<file path="src/rtl/vred_logic_wide.sv">
// vred_logic_wide: AND/OR/XOR reduction of wide vector beats via a registered fold tree.
// Optional per-element masking is compiled in when VRED_MASK_EN is defined.
module vred_logic_wide #(
  parameter int REQ_DATA_WIDTH  = 128,
  parameter int RESP_DATA_WIDTH = 64,
  parameter int REQ_ADDR_WIDTH  = 32,
  parameter int OPSEL_WIDTH     = 2,
  parameter int SEW_WIDTH       = 2
) (
  input  logic                       clk,
  input  logic                       rst,
  input  logic [REQ_DATA_WIDTH-1:0]  in_vec0,
  input  logic [63:0]                in_scalar,
  input  logic                       in_valid,
  input  logic                       in_start,
  input  logic                       in_end,
  input  logic [OPSEL_WIDTH-1:0]     in_opSel,
  input  logic [SEW_WIDTH-1:0]       in_sew,
  input  logic [REQ_ADDR_WIDTH-1:0]  in_addr,
`ifdef VRED_MASK_EN
  input  logic [REQ_DATA_WIDTH/8-1:0] in_mask,
`endif
  output logic [REQ_ADDR_WIDTH-1:0]  out_addr,
  output logic [RESP_DATA_WIDTH-1:0] out_vec,
  output logic                       out_valid,
  output logic                       busy
);

  localparam int W  = REQ_DATA_WIDTH;
  localparam int NW = $clog2(W / 64);
  localparam int NF = NW + 3;

  typedef struct packed {
    logic                      vld;
    logic                      sop;
    logic                      eop;
    logic [OPSEL_WIDTH-1:0]    op;
    logic [SEW_WIDTH-1:0]      sew;
    logic [REQ_ADDR_WIDTH-1:0] addr;
    logic [63:0]               seed;
    logic [W-1:0]              data;
  } stage_t;

  function automatic logic [W-1:0] op_w(input logic [OPSEL_WIDTH-1:0] op,
                                        input logic [W-1:0] a,
                                        input logic [W-1:0] b);
    logic [W-1:0] r;
    unique case (int'(op))
      1:       r = a & b;
      2:       r = a | b;
      3:       r = a ^ b;
      default: r = '0;
    endcase
    return r;
  endfunction

  function automatic logic [63:0] op_64(input logic [OPSEL_WIDTH-1:0] op,
                                        input logic [63:0] a,
                                        input logic [63:0] b);
    logic [63:0] r;
    unique case (int'(op))
      1:       r = a & b;
      2:       r = a | b;
      3:       r = a ^ b;
      default: r = '0;
    endcase
    return r;
  endfunction

  function automatic logic [63:0] sew_mask(input logic [SEW_WIDTH-1:0] s);
    logic [63:0] m;
    unique case (int'(s))
      0:       m = 64'h0000_0000_0000_00ff;
      1:       m = 64'h0000_0000_0000_ffff;
      2:       m = 64'h0000_0000_ffff_ffff;
      default: m = '1;
    endcase
    return m;
  endfunction

  // Fold the low 2*half bits into the low half bits; upper bits end up zero.
  function automatic logic [W-1:0] fold(input logic [OPSEL_WIDTH-1:0] op,
                                        input logic [W-1:0] d,
                                        input int half);
    logic [W-1:0] lm;
    lm = {W{1'b1}} >> (W - half);
    return op_w(op, (d >> half) & lm, d & lm);
  endfunction

  stage_t st_q [NF+1];
  stage_t st_d [NF+1];
  stage_t f;

  logic [63:0]                acc_q, acc_d;
  logic                       av_q, av_d;
  logic                       ae_q, ae_d;
  logic [SEW_WIDTH-1:0]       asew_q, asew_d;
  logic [REQ_ADDR_WIDTH-1:0]  aaddr_q, aaddr_d;
  logic [RESP_DATA_WIDTH-1:0] ovec_q, ovec_d;
  logic                       ovld_q, ovld_d;
  logic [REQ_ADDR_WIDTH-1:0]  oaddr_q, oaddr_d;

`ifdef VRED_MASK_EN
  localparam int MW = $clog2(W / 8);
  logic [MW-1:0] midx;
`endif

  always_comb begin
    st_d = '{default: '0};
`ifdef VRED_MASK_EN
    midx = '0;
`endif
    if (in_valid) begin
      st_d[0].vld  = 1'b1;
      st_d[0].sop  = in_start;
      st_d[0].eop  = in_end;
      st_d[0].op   = in_opSel;
      st_d[0].sew  = in_sew;
      st_d[0].addr = in_addr;
      st_d[0].seed = in_scalar & sew_mask(in_sew);
      st_d[0].data = in_vec0;
`ifdef VRED_MASK_EN
      for (int j = 0; j < W / 8; j++) begin
        midx = MW'(j) >> in_sew;
        if (!in_mask[midx])
          st_d[0].data[8*j +: 8] = (int'(in_opSel) == 1) ? 8'hff : 8'h00;
      end
`endif
    end

    for (int k = 1; k <= NF; k++) begin
      st_d[k] = st_q[k-1];
      if (k <= NW)
        st_d[k].data = fold(st_q[k-1].op, st_q[k-1].data, W >> k);
      else if (int'(st_q[k-1].sew) < 4 + NW - k)
        st_d[k].data = fold(st_q[k-1].op, st_q[k-1].data, 64 >> (k - NW));
    end

    f       = st_q[NF];
    acc_d   = acc_q;
    av_d    = f.vld;
    ae_d    = f.eop;
    asew_d  = f.sew;
    aaddr_d = f.addr;
    if (f.vld) begin
      if (int'(f.op) == 0)
        acc_d = '0;
      else if (f.sop)
        acc_d = op_64(f.op, f.data[63:0], f.seed);
      else
        acc_d = op_64(f.op, acc_q, f.data[63:0]);
    end

    ovld_d  = av_q & ae_q;
    ovec_d  = ovld_d ? RESP_DATA_WIDTH'(acc_q & sew_mask(asew_q)) : '0;
    oaddr_d = ovld_d ? aaddr_q : oaddr_q;

    busy = av_q;
    for (int k = 0; k <= NF; k++)
      busy = busy | st_q[k].vld;
  end

  always_ff @(posedge clk) begin
    if (rst) begin
      st_q    <= '{default: '0};
      acc_q   <= '0;
      av_q    <= 1'b0;
      ae_q    <= 1'b0;
      asew_q  <= '0;
      aaddr_q <= '0;
      ovec_q  <= '0;
      ovld_q  <= 1'b0;
      oaddr_q <= '0;
    end else begin
      st_q    <= st_d;
      acc_q   <= acc_d;
      av_q    <= av_d;
      ae_q    <= ae_d;
      asew_q  <= asew_d;
      aaddr_q <= aaddr_d;
      ovec_q  <= ovec_d;
      ovld_q  <= ovld_d;
      oaddr_q <= oaddr_d;
    end
  end

  assign out_vec   = ovec_q;
  assign out_valid = ovld_q;
  assign out_addr  = oaddr_q;

endmodule

</file>
<file path="config.mk">
export PLATFORM = sky130hd
export DESIGN_NAME = vred_logic_wide
export DESIGN_NICKNAME = d
export VERILOG_FILES = /design/src/rtl/vred_logic_wide.sv
export SDC_FILE = /design/constraint.sdc
export NUM_CORES = 2
export LEC_CHECK = 0
export CAP_MARGIN = 20
export CORE_UTILIZATION = 40
export CTS_BUF_LIST = sky130_fd_sc_hd__clkbuf_4 sky130_fd_sc_hd__clkbuf_8
export DETAILED_ROUTE_END_ITERATION = 7
export PLACE_DENSITY_LB_ADDON = 0.3
export SYNTH_ARGS = -nofsm -noshare
export SYNTH_HDL_FRONTEND = slang
export SYNTH_SLANG_ARGS = --single-unit
</file>
<file path="constraint.sdc">
create_clock -name clk -period 1.38 [get_ports clk]
set_input_delay 0.276 -clock clk [delete_from_list [all_inputs] [get_ports clk]]
set_output_delay 0.276 -clock clk [all_outputs]
set_load 0.005 [all_outputs]
</file>
# Yosys cells after proc, flatten, opt, wreduce, memory -nomap -nowiden
# Cells that the tools add are included.
totals:
  out_inout_bits: 98
  in_bits: 233
  register_bits: 1096
  elab_cells: 118
classes:
  n_reduce_logical: 5
  n_eq_ne: 19
  bitwise: 28
  order_cmp: 3
  n_mux: 15
ops:
  columns: ["operator", "count"]
  rows:
  - ["64-bit one-hot mux with 3 select lines", 5]
  - ["64-bit two-way mux", 6]
  - ["64-bit AND", 5]
  - ["231-bit two-way mux", 1]
  - ["64-bit bitwise OR", 3]
  - ["64-bit XOR", 3]
  - ["32-bit one-hot mux with 3 select lines", 1]
  - ["16-bit one-hot mux with 3 select lines", 1]
  - ["32-bit AND", 1]
  - ["32-bit bitwise OR", 1]
  - ["32-bit XOR", 1]
  - ["2-bit equality test, second input constant", 12]
  - ["8-bit one-hot mux with 3 select lines", 1]
  - ["16-bit AND", 1]
  - ["16-bit bitwise OR", 1]
  - ["16-bit XOR", 1]
  - ["2-bit by 1-bit equality test with 1-bit output, second input constant", 7]
  - ["8-bit AND", 1]
  - ["8-bit bitwise OR", 1]
  - ["8-bit XOR", 1]
  - ["2-bit zero test", 3]
  - ["1-bit bitwise OR", 5]
  - ["2-bit < comparator, second input constant", 2]
  - ["2-bit OR reduction", 2]
  - ["3 further kinds", 4]

# Logic depth before layout (Yosys ltp)
logic_depth:
  depth_word: 5
  ltp_mapped: 6
  ltp_nobuf: 5

# Worst setup path after synthesis
# Ideal clock, no wire load.
synth_path:
  path_kind: "register -> register"
  startpoint: "reg st_q, in the netlist f[229]"
  endpoint: "reg acc_q[3]"
  setup_slack_ns: -0.018
  synth_period_minus_slack_ns: 1.398
  required_ns: 1.238
  arrival_time_ns: 1.256
  n_path_buf: 3
  path_stages_with_launch: 6
  setup_time_ns: 0.142
  cell_sequence: "dfxtp_1 -> buf_2 -> clkbuf_1 -> buf_1 -> o211a_1 -> a221oi_2"
synth_via:
  elab_chain_len: 2
synth_lines:
  columns: ["item", "line_no", "source"]
  rows:
  - ["start: declaration", "90", "stage_t st_q [NF+1];"]
  - ["start signal: assignment", "175", "st_q <= st_d;"]
  - ["64-bit two-way mux", "148", "else if (f.sop)"]
  - ["64-bit two-way mux", "146", "if (int'(f.op) == 0)"]
  - ["end signal: assignment", "166", "acc_q <= '0;"]
  - ["end signal: assignment", "176", "acc_q <= acc_d;"]
  - ["end: declaration", "94", "logic [63:0] acc_q, acc_d;"]
# Every way passes these cells.
# A chain may end at the register's enable or synchronous reset.

# Final worst setup path
layout_path:
  startpoint: "reg st_q, in the netlist st_d[230]"
  endpoint: "out busy"
layout_via:
  elab_chain_len: 2
layout_lines:
  columns: ["item", "line_no", "source"]
  rows:
  - ["1-bit bitwise OR (2 in a row)", "160", "busy = busy | st_q[k].vld;"]
  - ["end: declaration", "26", "output logic busy"]
# Every way passes these cells.

==> qor.yml <==
synthesis:
  netlist_instances: 4271
  yosysMostFrequentCell: "dfxtp_1"
  post-synth-top-area-cell: "dfxtp_1"
  synth_enable_flop_cells: 0
  synth_cell_types: 38
  synthTopCellsByArea: "dfxtp_1 (49%), ha_1 (14%), nor2b_1 (6.2%)"
  ys_warn_count: 0
  synth_top_area_share_pct: 48.60
  synth-seq-cells: 1096
  yosysSeqAreaShare_pct: 48.60
  synth_ff_type: "dfxtp_1"
  async_flop_share_pct: 0
  synth_common_cells: "dfxtp_1 (1096), ha_1 (496), nor2b_1 (449), inv_1 (433), and2_1 (399)"
  syn-num-nets: 5000
  avgSynthCellArea_um2: 10.57
  syn-cell-area_um2: 45150
final_layout:
  nNetsFinal: 5921
  fill_cells: 9454
  syn2layout_area_growth_pct: 35.76
  drive_above_1_share_pct: 25.96
  fin_cells: 6831
cts:
  cts_sinks: 1096
  h-tree-depth: 4
  clk_path_buf_depth: 3
  root_buffer: "clkbuf_8"
  cts_tree: "done"
  clkTransAtPathRegs_ns: 0.06
  cts_buffers: 183
  clk_latency_ns: 0.87
worst_setup_path:
  worst_path_largest_cell_delay_ns: 0.33
  cp.required_ns: 1.10
  crit_arrival_ns: 1.68
  worstPathMaxFanout: 2
  r2r_start: "f[227]"
  reg2reg_slack_ns: -0.23
  start_kind: "flip-flop"
  r2r_cells: 8
  worstReg2RegEnd: "acc_q[20]"
  crit_type: "flip-flop to output port"
  cp_cell_sequence: "nor4_2, nand2_1, buf_6"
  endpoint_kind: "output port"
  cp_slowest_cell: "dfxtp_2"
job:
  max_cap_violations: 0
sta:
  fin_crit_ns: 1.959
  max_slew_margin_pct: 52.91
  fmax_mhz: 510.4
  slew_viol_final: 0
  finalCritPeriodShare_pct: 142.0
  setup_slack_ns: -0.5792
  fin_skew_ns: 0.04022
  hold_viol_final: 0
  worst_slew_pin_slew_ns: 0.7040
  setup_viol: 182
  rsz0062_at_grt: "true"
hold_path:
  hold_depth: 3
  holdPathEnd: "st_d[852]"
  worstHoldStart: "in_sew[1]"
  holdCritPathClass: "primary input to flip-flop"
die:
  die_h_um: 338.0
  core_um2: 111300
  start_util_pct: 40.57
  die_w_um: 338.0
  ios: 331
  die-area_um2: 114200
  rows: 122
grt:
  grt_use_met1_pct: 24.93
  grt_use_total_pct: 19.32
  grt_pass1_vias: 31750
  use_met2_pct: 32.39
  busiest_layer: "met2"
  grt_start_max_net_pins: 113
  grt_util_met3_pct: 3.352
  grt_pass1_wl_um: 172000
  grt_overflow: 0
  antenna_found_initial: 10
drt:
  wire_per_inst_um: 16.04
  wl_um: 109600
  via_count: 30870
  viasPerCell: 4.519
  first_pass_iters: 5
  ant_nets: 0
  first_iter_violations: 1333
  route.detailed.drc: 0
pwr:
  power.density_nw_per_um2: 1093
  p_leak_nw: 26.22
  total_power_mw: 67.00
  peakVddDrop_mv: 0.7151
placed_design:
  gp_congestion: 0.7986
  hpwl_um: 72400
  io_buffer_count: 330
  dp_cells: 6209
outcome:
  violations: "negative setup slack"
  status: "finished with violations"
[worst max-delay path: cells and delay by family, from the launching register on]
kind | cells | cell delay (ns)
buffers and inverters | 1 | 0.14
DFF | 1 | 0.33
and+or+nand+nor | 2 | 0.37
[state kept, by name (all words and copies together), names as in the netlist, 32 cells and up]
name / count
f: 131
aaddr_d: 32
st_d: 412
st_q: 320
out_vec: 64
acc_q: 64
aaddr_q: 32
out_addr: 32
[metal layers]
layer	up-vias	wire length, µm
li1	15560	-
met5	-	31
met1	14570	50680
met3	171	4113
met2	558	52290
met4	4	2473
[repair_timing]
item	CTS	global route
gates cloned	23	2
pin swaps	64	78
endpoints found under the hold margin	288	0
setup buffers	47	15
hold buffers	229	0
endpoints found under the setup margin	210	257
gates resized for setup	591	229
[area by class of cell]
cell class	count	area, µm²	area share (%)
Multi-Input combinational cell	2497	21340	34.81
Sequential cell	1096	22090	36.04
Timing Repair Buffer	979	10170	16.59
Inverter	435	1633	2.664
Antenna cell	5	12.51	0.02041
Clock buffer	273	3482	5.681
Tap cell	1488	1862	3.038
Clock inverter	58	705.7	1.151
[through the flow]
step / util [%] / setup TNS [ns] / hold slack (ns) / worst slack [ns] / instance area, µm²
finish: 55.08 / -27.66 / 0.2150 / -0.5792 / 61290
global route: 55.07 / -39.16 / 0.1795 / -0.7502 / 61290
CTS: 54.43 / -39.23 / 0.1280 / -0.6625 / 60570
detailed placement: 47.51 / -95.71 / 0.4097 / -0.4628 / 52870
global placement: 47.51 / -92.64 / 0.4124 / -0.4580 / 52870
floorplan: - / 0 / 0.3977 / 0.001439 / 45150
[report_power, final]
group	switching (mW)	total (mW)	leakage, nW	internal [mW]
clock network	13.6	31.8	2.19	18.1
registers	0.179	32.2	8.92	32.0
logic	1.22	3.04	15.1	1.81
[cells by family after synthesis]
| group | synth area share (%) |
|---|---|
| adders and majority gates | 13.75 |
| AOI/OAI and AO/OA | 8.478 |
| DFF | 48.60 |
| buffers and inverters | 6.017 |
| muxes | 5.321 |
| and+or+nand+nor | 17.84 |
[cell usage in the layout (no fill, tap or decap), types with 64 or more instances in the layout]
cell and count:
dfxtp_1 996, buf_12 79, nor2b_1 445, buf_6 84
dlygate4sd3_1 229, inv_1 433, buf_4 296, mux2_2 140
and2_1 392, nand2_1 185, ha_1 496, clkbuf_8 229
dfxtp_2 90, clkdlybuf4s50_1 231, a221oi_2 64, nand2b_1 253
o211a_1 64
[how the worst max path moves through the flow]
stage	end	slack, ns	start	depth (start not counted)
floorplan	acc_q[13]	0.001	f[229]	5
global placement	st_d[863]	-0.46	in_valid	5
detailed placement	st_d[867]	-0.46	in_valid	5
CTS	busy	-0.66	st_d[461]	3
global route	busy	-0.75	st_d[230]	3
finish	busy	-0.58	st_d[230]	3
(Power assumes the default switching activity.)
